<file path="config.mk">
export PLATFORM = sky130hd
export DESIGN_NAME = lfsr_burst_scheduler
export DESIGN_NICKNAME = d
export VERILOG_FILES = /design/src/rtl/lfsr_burst_scheduler.sv
export SDC_FILE = /design/constraint.sdc
export NUM_CORES = 1
export LEC_CHECK = 0
export ABC_AREA = 1
export CAP_MARGIN = 5
export CORE_MARGIN = 2
export CORE_UTILIZATION = 35
export CTS_CLUSTER_SIZE = 14
export DETAILED_ROUTE_END_ITERATION = 10
export MAX_ROUTING_LAYER = met4
export PLACE_DENSITY = 0.7
export SYNTH_ARGS = -nofsm -noshare
export SYNTH_HDL_FRONTEND = slang
export SYNTH_SLANG_ARGS = --single-unit
</file>
<file path="constraint.sdc">
create_clock -name clk -period 6.1 [get_ports clk]
set_clock_uncertainty 0.1 [all_clocks]
set_input_delay 1.22 -clock clk [delete_from_list [all_inputs] [get_ports clk]]
set_output_delay 1.22 -clock clk [all_outputs]
set_load 0.01 [all_outputs]
</file>
<file path="src/rtl/lfsr_burst_scheduler.sv">
// Round-robin burst scheduler sharing one lfsr_32 source between NUM_REQ requesters.
// Words stream on a valid/ready port tagged with the requester id; the LFSR steps only on accepted words.
module lfsr_burst_scheduler #(
  parameter int NUM_REQ   = 4,
  parameter int LEN_WIDTH = 16,
  localparam int ID_WIDTH = (NUM_REQ > 1) ? $clog2(NUM_REQ) : 1
) (
  input  logic                          clk,
  input  logic                          rst,
  input  logic [NUM_REQ-1:0]            req,
  input  logic [NUM_REQ*LEN_WIDTH-1:0]  req_len,
  output logic [NUM_REQ-1:0]            gnt,
  output logic [NUM_REQ-1:0]            done,
  output logic                          lfsr_enable,
  input  logic [31:0]                   lfsr_value,
  output logic                          m_valid,
  input  logic                          m_ready,
  output logic [31:0]                   m_data,
  output logic                          m_last,
  output logic [ID_WIDTH-1:0]           m_id
);

  // state | meaning
  // IDLE  | arbitrate among pending requests, latch length of the winner
  // BURST | stream words; remaining counts down per accepted word
  // DONE  | one-cycle done pulse for the finished requester
  typedef enum logic [1:0] {IDLE, BURST, DONE} state_t;

  state_t                state, state_n;
  logic [ID_WIDTH-1:0]   id_q, id_n;
  logic [ID_WIDTH-1:0]   rr_ptr, rr_n;
  logic [ID_WIDTH-1:0]   sel;
  logic [LEN_WIDTH-1:0]  remaining, remaining_n;
  logic [LEN_WIDTH-1:0]  sel_len;
  logic                  found;
  logic                  xfer;

  // First pending request at or above rr_ptr, wrapping around.
  always_comb begin
    int idx;
    found = 1'b0;
    sel   = '0;
    idx   = 0;
    for (int i = 0; i < NUM_REQ; i++) begin
      idx = int'(rr_ptr) + i;
      if (idx >= NUM_REQ) idx = idx - NUM_REQ;
      if (!found && req[idx]) begin
        found = 1'b1;
        sel   = ID_WIDTH'(idx);
      end
    end
  end

  assign sel_len = req_len[int'(sel)*LEN_WIDTH +: LEN_WIDTH];

  assign m_valid     = (state == BURST);
  assign m_last      = m_valid && (remaining == LEN_WIDTH'(1));
  assign m_data      = lfsr_value;
  assign m_id        = id_q;
  assign xfer        = m_valid && m_ready;
  assign lfsr_enable = xfer;
  assign gnt         = (state == BURST) ? (NUM_REQ'(1) << id_q) : '0;
  assign done        = (state == DONE)  ? (NUM_REQ'(1) << id_q) : '0;

  always_comb begin
    state_n     = state;
    id_n        = id_q;
    rr_n        = rr_ptr;
    remaining_n = remaining;
    case (state)
      IDLE: begin
        if (found) begin
          id_n        = sel;
          remaining_n = sel_len;
          rr_n        = (sel == ID_WIDTH'(NUM_REQ-1)) ? '0 : sel + 1'b1;
          state_n     = (sel_len != '0) ? BURST : DONE;
        end
      end
      BURST: begin
        if (xfer) begin
          remaining_n = remaining - 1'b1;
          if (m_last) state_n = DONE;
        end
      end
      DONE:    state_n = IDLE;
      default: state_n = IDLE;
    endcase
  end

  always_ff @(posedge clk or posedge rst) begin
    if (rst) begin
      state     <= IDLE;
      id_q      <= '0;
      rr_ptr    <= '0;
      remaining <= '0;
    end else begin
      state     <= state_n;
      id_q      <= id_n;
      rr_ptr    <= rr_n;
      remaining <= remaining_n;
    end
  end

endmodule

</file>
==> reports/summary.json <==
{
  "status": {"value": "finished clean"},
  "drcViolationCount": {"value": 0},
  "total_switching_power": {"value": 1.09, "unit": "mW"},
  "powerDensity": {"value": 541, "unit": "nW/um2"},
  "area_delta_synth_final": {"value": 23.9, "unit": "%"},
  "htreeDepth": {"value": 1},
  "final_cycle_share": {"value": 0.644},
  "mostFrequentLayoutCells": {"value": "132 x sky130_fd_sc_hd__nand2_1, 89 x sky130_fd_sc_hd__inv_1, 83 x sky130_fd_sc_hd__clkdlybuf4s50_1"},
  "post_synth_inst_count": {"value": 477},
  "number_of_global_route_vias_before_repair": {"value": 2771},
  "critical_path.top_delay_family": {"value": "buffers and inverters"},
  "grt.overflow.total": {"value": 0},
  "finalWeightedCongestion": {"value": 0.928},
  "antennaDiodeCount": {"value": 0},
  "comb_power_share": {"value": 0.787},
  "finalSetupViolCount": {"value": 0},
  "route.detailed.wl_per_inst": {"value": 12.2, "unit": "um"},
  "cts_root_buf": {"value": "sky130_fd_sc_hd__clkbuf_8"},
  "detailedRoute.firstPassIterationCount": {"value": 4},
  "grt_setup_unrepaired": {"value": "no"},
  "insertion_delay": {"value": 0.26, "unit": "ns"},
  "hold_buffers": {"value": 0},
  "chipHeight": {"value": 92.9, "unit": "um"},
  "nNetsFinal": {"value": 623},
  "core_region_area": {"value": 7690, "unit": "um2"},
  "irDropWorstVdd": {"value": 0.225, "unit": "mV"},
  "timing_worst_setup_path_type": {"value": "input port to output pin"},
  "cts-resized-gates": {"value": 0},
  "place.detailed.hpwl": {"value": 5.98, "unit": "mm"},
  "number_of_antenna_violations_at_the_first_check_in_global_routing": {"value": 0},
  "critical_path.slowest_cell": {"value": "sky130_fd_sc_hd__clkdlybuf4s50_1"},
  "synth_area_per_cell": {"value": 5.80, "unit": "um2"},
  "cp_data_arrival_time": {"value": 2.61, "unit": "ns"},
  "holdCritPathClass": {"value": "flop to flop"},
  "maxSlewHeadroom": {"value": 0.435},
  "data_required_critical_path": {"value": 4.78, "unit": "ns"},
  "drt-initial-drc-count": {"value": 262},
  "numPortBuffers": {"value": 83},
  "routed_wl": {"value": 7.50, "unit": "mm"},
  "final_design_area_no_fill": {"value": 3430, "unit": "um2"},
  "place_area": {"value": 3390, "unit": "um2"},
  "switching_fraction": {"value": 0.589},
  "synth_seq_cells": {"value": 22},
  "start_util": {"value": 0.360},
  "maximum_number_of_pins_on_one_net_before_global_route_repair": {"value": 34},
  "worst_setup_hold_path_clk_slew": {"value": 0.08, "unit": "ns"},
  "worst_margin_pin_slew": {"value": 0.846, "unit": "ns"},
  "critPathBufInv": {"value": 3},
  "regToRegSetupSlack": {"value": 2.93, "unit": "ns"},
  "setup_tns": {"value": 0, "unit": "ns"},
  "synthesis.nets": {"value": 583},
  "crit_path_end_kind": {"value": "output pin"},
  "clockBufferDepth": {"value": 2},
  "fmax": {"value": 255, "unit": "MHz"},
  "timing_max_transition_violations_final": {"value": 0},
  "final_hold_viol_count": {"value": 0},
  "rows": {"value": 32},
  "design.die.area": {"value": 8630, "unit": "um2"},
  "cts_inserted_buffers": {"value": 3},
  "yosys_warnings": {"value": 0},
  "post_route_cells_drive_above_1_share": {"value": 0.0388},
  "detail-route-antenna-nets": {"value": 0},
  "synth.yosys.seq_area_share": {"value": 0.199},
  "numClockSinks": {"value": 22},
  "timing.max_cap.violations": {"value": 0},
  "crit_path_max_incr_delay": {"value": 0.60, "unit": "ns"},
  "layout.cells.most_common": {"value": "sky130_fd_sc_hd__nand2_1"},
  "num_vias": {"value": 3045},
  "cts_tree": {"value": "done"},
  "p_int": {"value": 0.763, "unit": "mW"},
  "power.share.clock": {"value": 0.049},
  "cp_max_fo": {"value": 2},
  "grt_usage": {"value": 0.180},
  "netlist_area_before_placement": {"value": 2770, "unit": "um2"},
  "die_width": {"value": 92.9, "unit": "um"},
  "timing.critical_path.from_type": {"value": "input port"},
  "critical_path_cell_list": {"value": "clkdlybuf4s50_1, inv_1, nor2_1, clkdlybuf4s50_1"},
  "wire_length_of_the_first_global_routing_pass": {"value": 12.6, "unit": "mm"},
  "cts.repair_timing.setup_buffer_count": {"value": 0},
  "detail_routed_via_count_per_cell": {"value": 4.94},
  "yosysUniqueCellTypes": {"value": 30},
  "p_leak": {"value": 1.77, "unit": "nW"},
  "p_seq_frac": {"value": 0.164},
  "cpMostUsedCell": {"value": "sky130_fd_sc_hd__clkdlybuf4s50_1"},
  "io_pins": {"value": 148},
  "final_period_minus_worst_setup_slack": {"value": 3.93, "unit": "ns"}
}
-- final cells by class --
cell class,count,area (um2)
Fill cell,801,4260
Multi-Input combinational cell,314,1520
Timing Repair Buffer,84,838
Sequential cell,22,551
Inverter,92,350
Tap cell,102,128
Clock buffer,3,41.3
-- cells in the mapped netlist --
master	number	area share
sky130_fd_sc_hd__ha_1	3	0.014
sky130_fd_sc_hd__nand3_1	39	0.071
sky130_fd_sc_hd__xor2_1	5	0.016
sky130_fd_sc_hd__a31oi_1	2	0.0045
sky130_fd_sc_hd__a22oi_1	1	0.0027
sky130_fd_sc_hd__buf_6	3	0.012
sky130_fd_sc_hd__xnor2_1	2	0.0063
sky130_fd_sc_hd__o22ai_1	5	0.011
sky130_fd_sc_hd__inv_2	2	0.0027
sky130_fd_sc_hd__nor2_1	36	0.049
sky130_fd_sc_hd__inv_1	89	0.12
sky130_fd_sc_hd__o21a_1	1	0.0027
sky130_fd_sc_hd__a21oi_1	16	0.029
sky130_fd_sc_hd__clkbuf_1	3	0.0041
sky130_fd_sc_hd__nand3_2	2	0.0072
sky130_fd_sc_hd__nand2_1	132	0.18
sky130_fd_sc_hd__nor4_1	2	0.0045
sky130_fd_sc_hd__nand4_1	26	0.059
sky130_fd_sc_hd__or2_2	1	0.0023
sky130_fd_sc_hd__nor2_4	2	0.0081
sky130_fd_sc_hd__buf_2	9	0.016
sky130_fd_sc_hd__dfrtp_1	22	0.20
sky130_fd_sc_hd__nand3_4	2	0.013
sky130_fd_sc_hd__buf_4	34	0.092
sky130_fd_sc_hd__o221ai_1	1	0.0032
sky130_fd_sc_hd__inv_6	1	0.0032
sky130_fd_sc_hd__o21ai_0	18	0.033
sky130_fd_sc_hd__nor2_2	1	0.0023
sky130_fd_sc_hd__nor3_1	12	0.022
sky130_fd_sc_hd__nand2_2	5	0.011
-- sequential cells by signal, summed over array words and instances, names as in the netlist --
| signal | flops |
|---|---|
| remaining | 16 |
| rr_ptr | 2 |
| m_id | 2 |
| state | 2 |
-- power by group through the flow --
stage	Sequential [mW]	Combinational (mW)	Clock (mW)
after CTS	0.303	1.46	0.0921
after global placement	0.304	1.42	0
after detailed placement	0.305	1.45	0
final	0.303	1.46	0.0916
after floorplan	0.282	1.19	0
after global routing	0.319	1.67	0.0995
-- cells by family (layout without fill, tap and decap cells) --
logic type	count (synthesis)	after routing	share of synthesized area
AO/OA/AOI/OAI	44	44	0.0860
AND/OR/NAND/NOR	260	260	0.428
adder cells (fa/ha/maj)	3	3	0.0136
XOR/XNOR	7	7	0.0222
buffers and inverters	141	179	0.252
flip-flops	22	22	0.199
-- through the flow --
step	cells	util	hold slack [ns]	setup WS (ns)	power [mW]
after detailed placement	614	0.440	0.433	1.93	1.76
after floorplan	477	-	0.389	3.25	1.47
final	617	0.446	0.449	2.17	1.86
after global placement	614	0.440	0.423	2.06	1.72
after global routing	617	0.446	0.483	1.83	2.09
after CTS	617	0.446	0.451	2.15	1.85
-- path summary, 6_finish.rpt --
kind / startpoint / endpoint / depth (start not counted)
min in group asynchronous: rst / rr_ptr[0] / 2
max in group asynchronous: rst / remaining[15] / 2
worst max register to register: rr_ptr[0] / state[1] / 18
worst max-delay path: m_ready / lfsr_enable / 4
worst min-delay path: remaining[3] / remaining[3] / 2
worst min register to register: remaining[3] / remaining[3] / 2
-- metal layers --
| layer | part of all wire | up-vias | GRT usage |
|---|---|---|---|
| li1 | - | 1546 | - |
| met2 | 0.46 | 123 | 0.274 |
| met3 | 0.067 | 25 | 0.0228 |
| met1 | 0.44 | 1351 | 0.240 |
| met5 | 0 | - | - |
| met4 | 0.033 | 0 | 0.0784 |
-- worst register-to-register path: cells and delay by family (launching register included) --
family | cells | cell delay [ns]
AO/OA/AOI/OAI | 1 | 0.16
AND/OR/NAND/NOR | 15 | 1.87
flip-flops | 1 | 0.61
buffers and inverters | 2 | 0.36
Note: power is estimated with default switching activity, not from simulation.
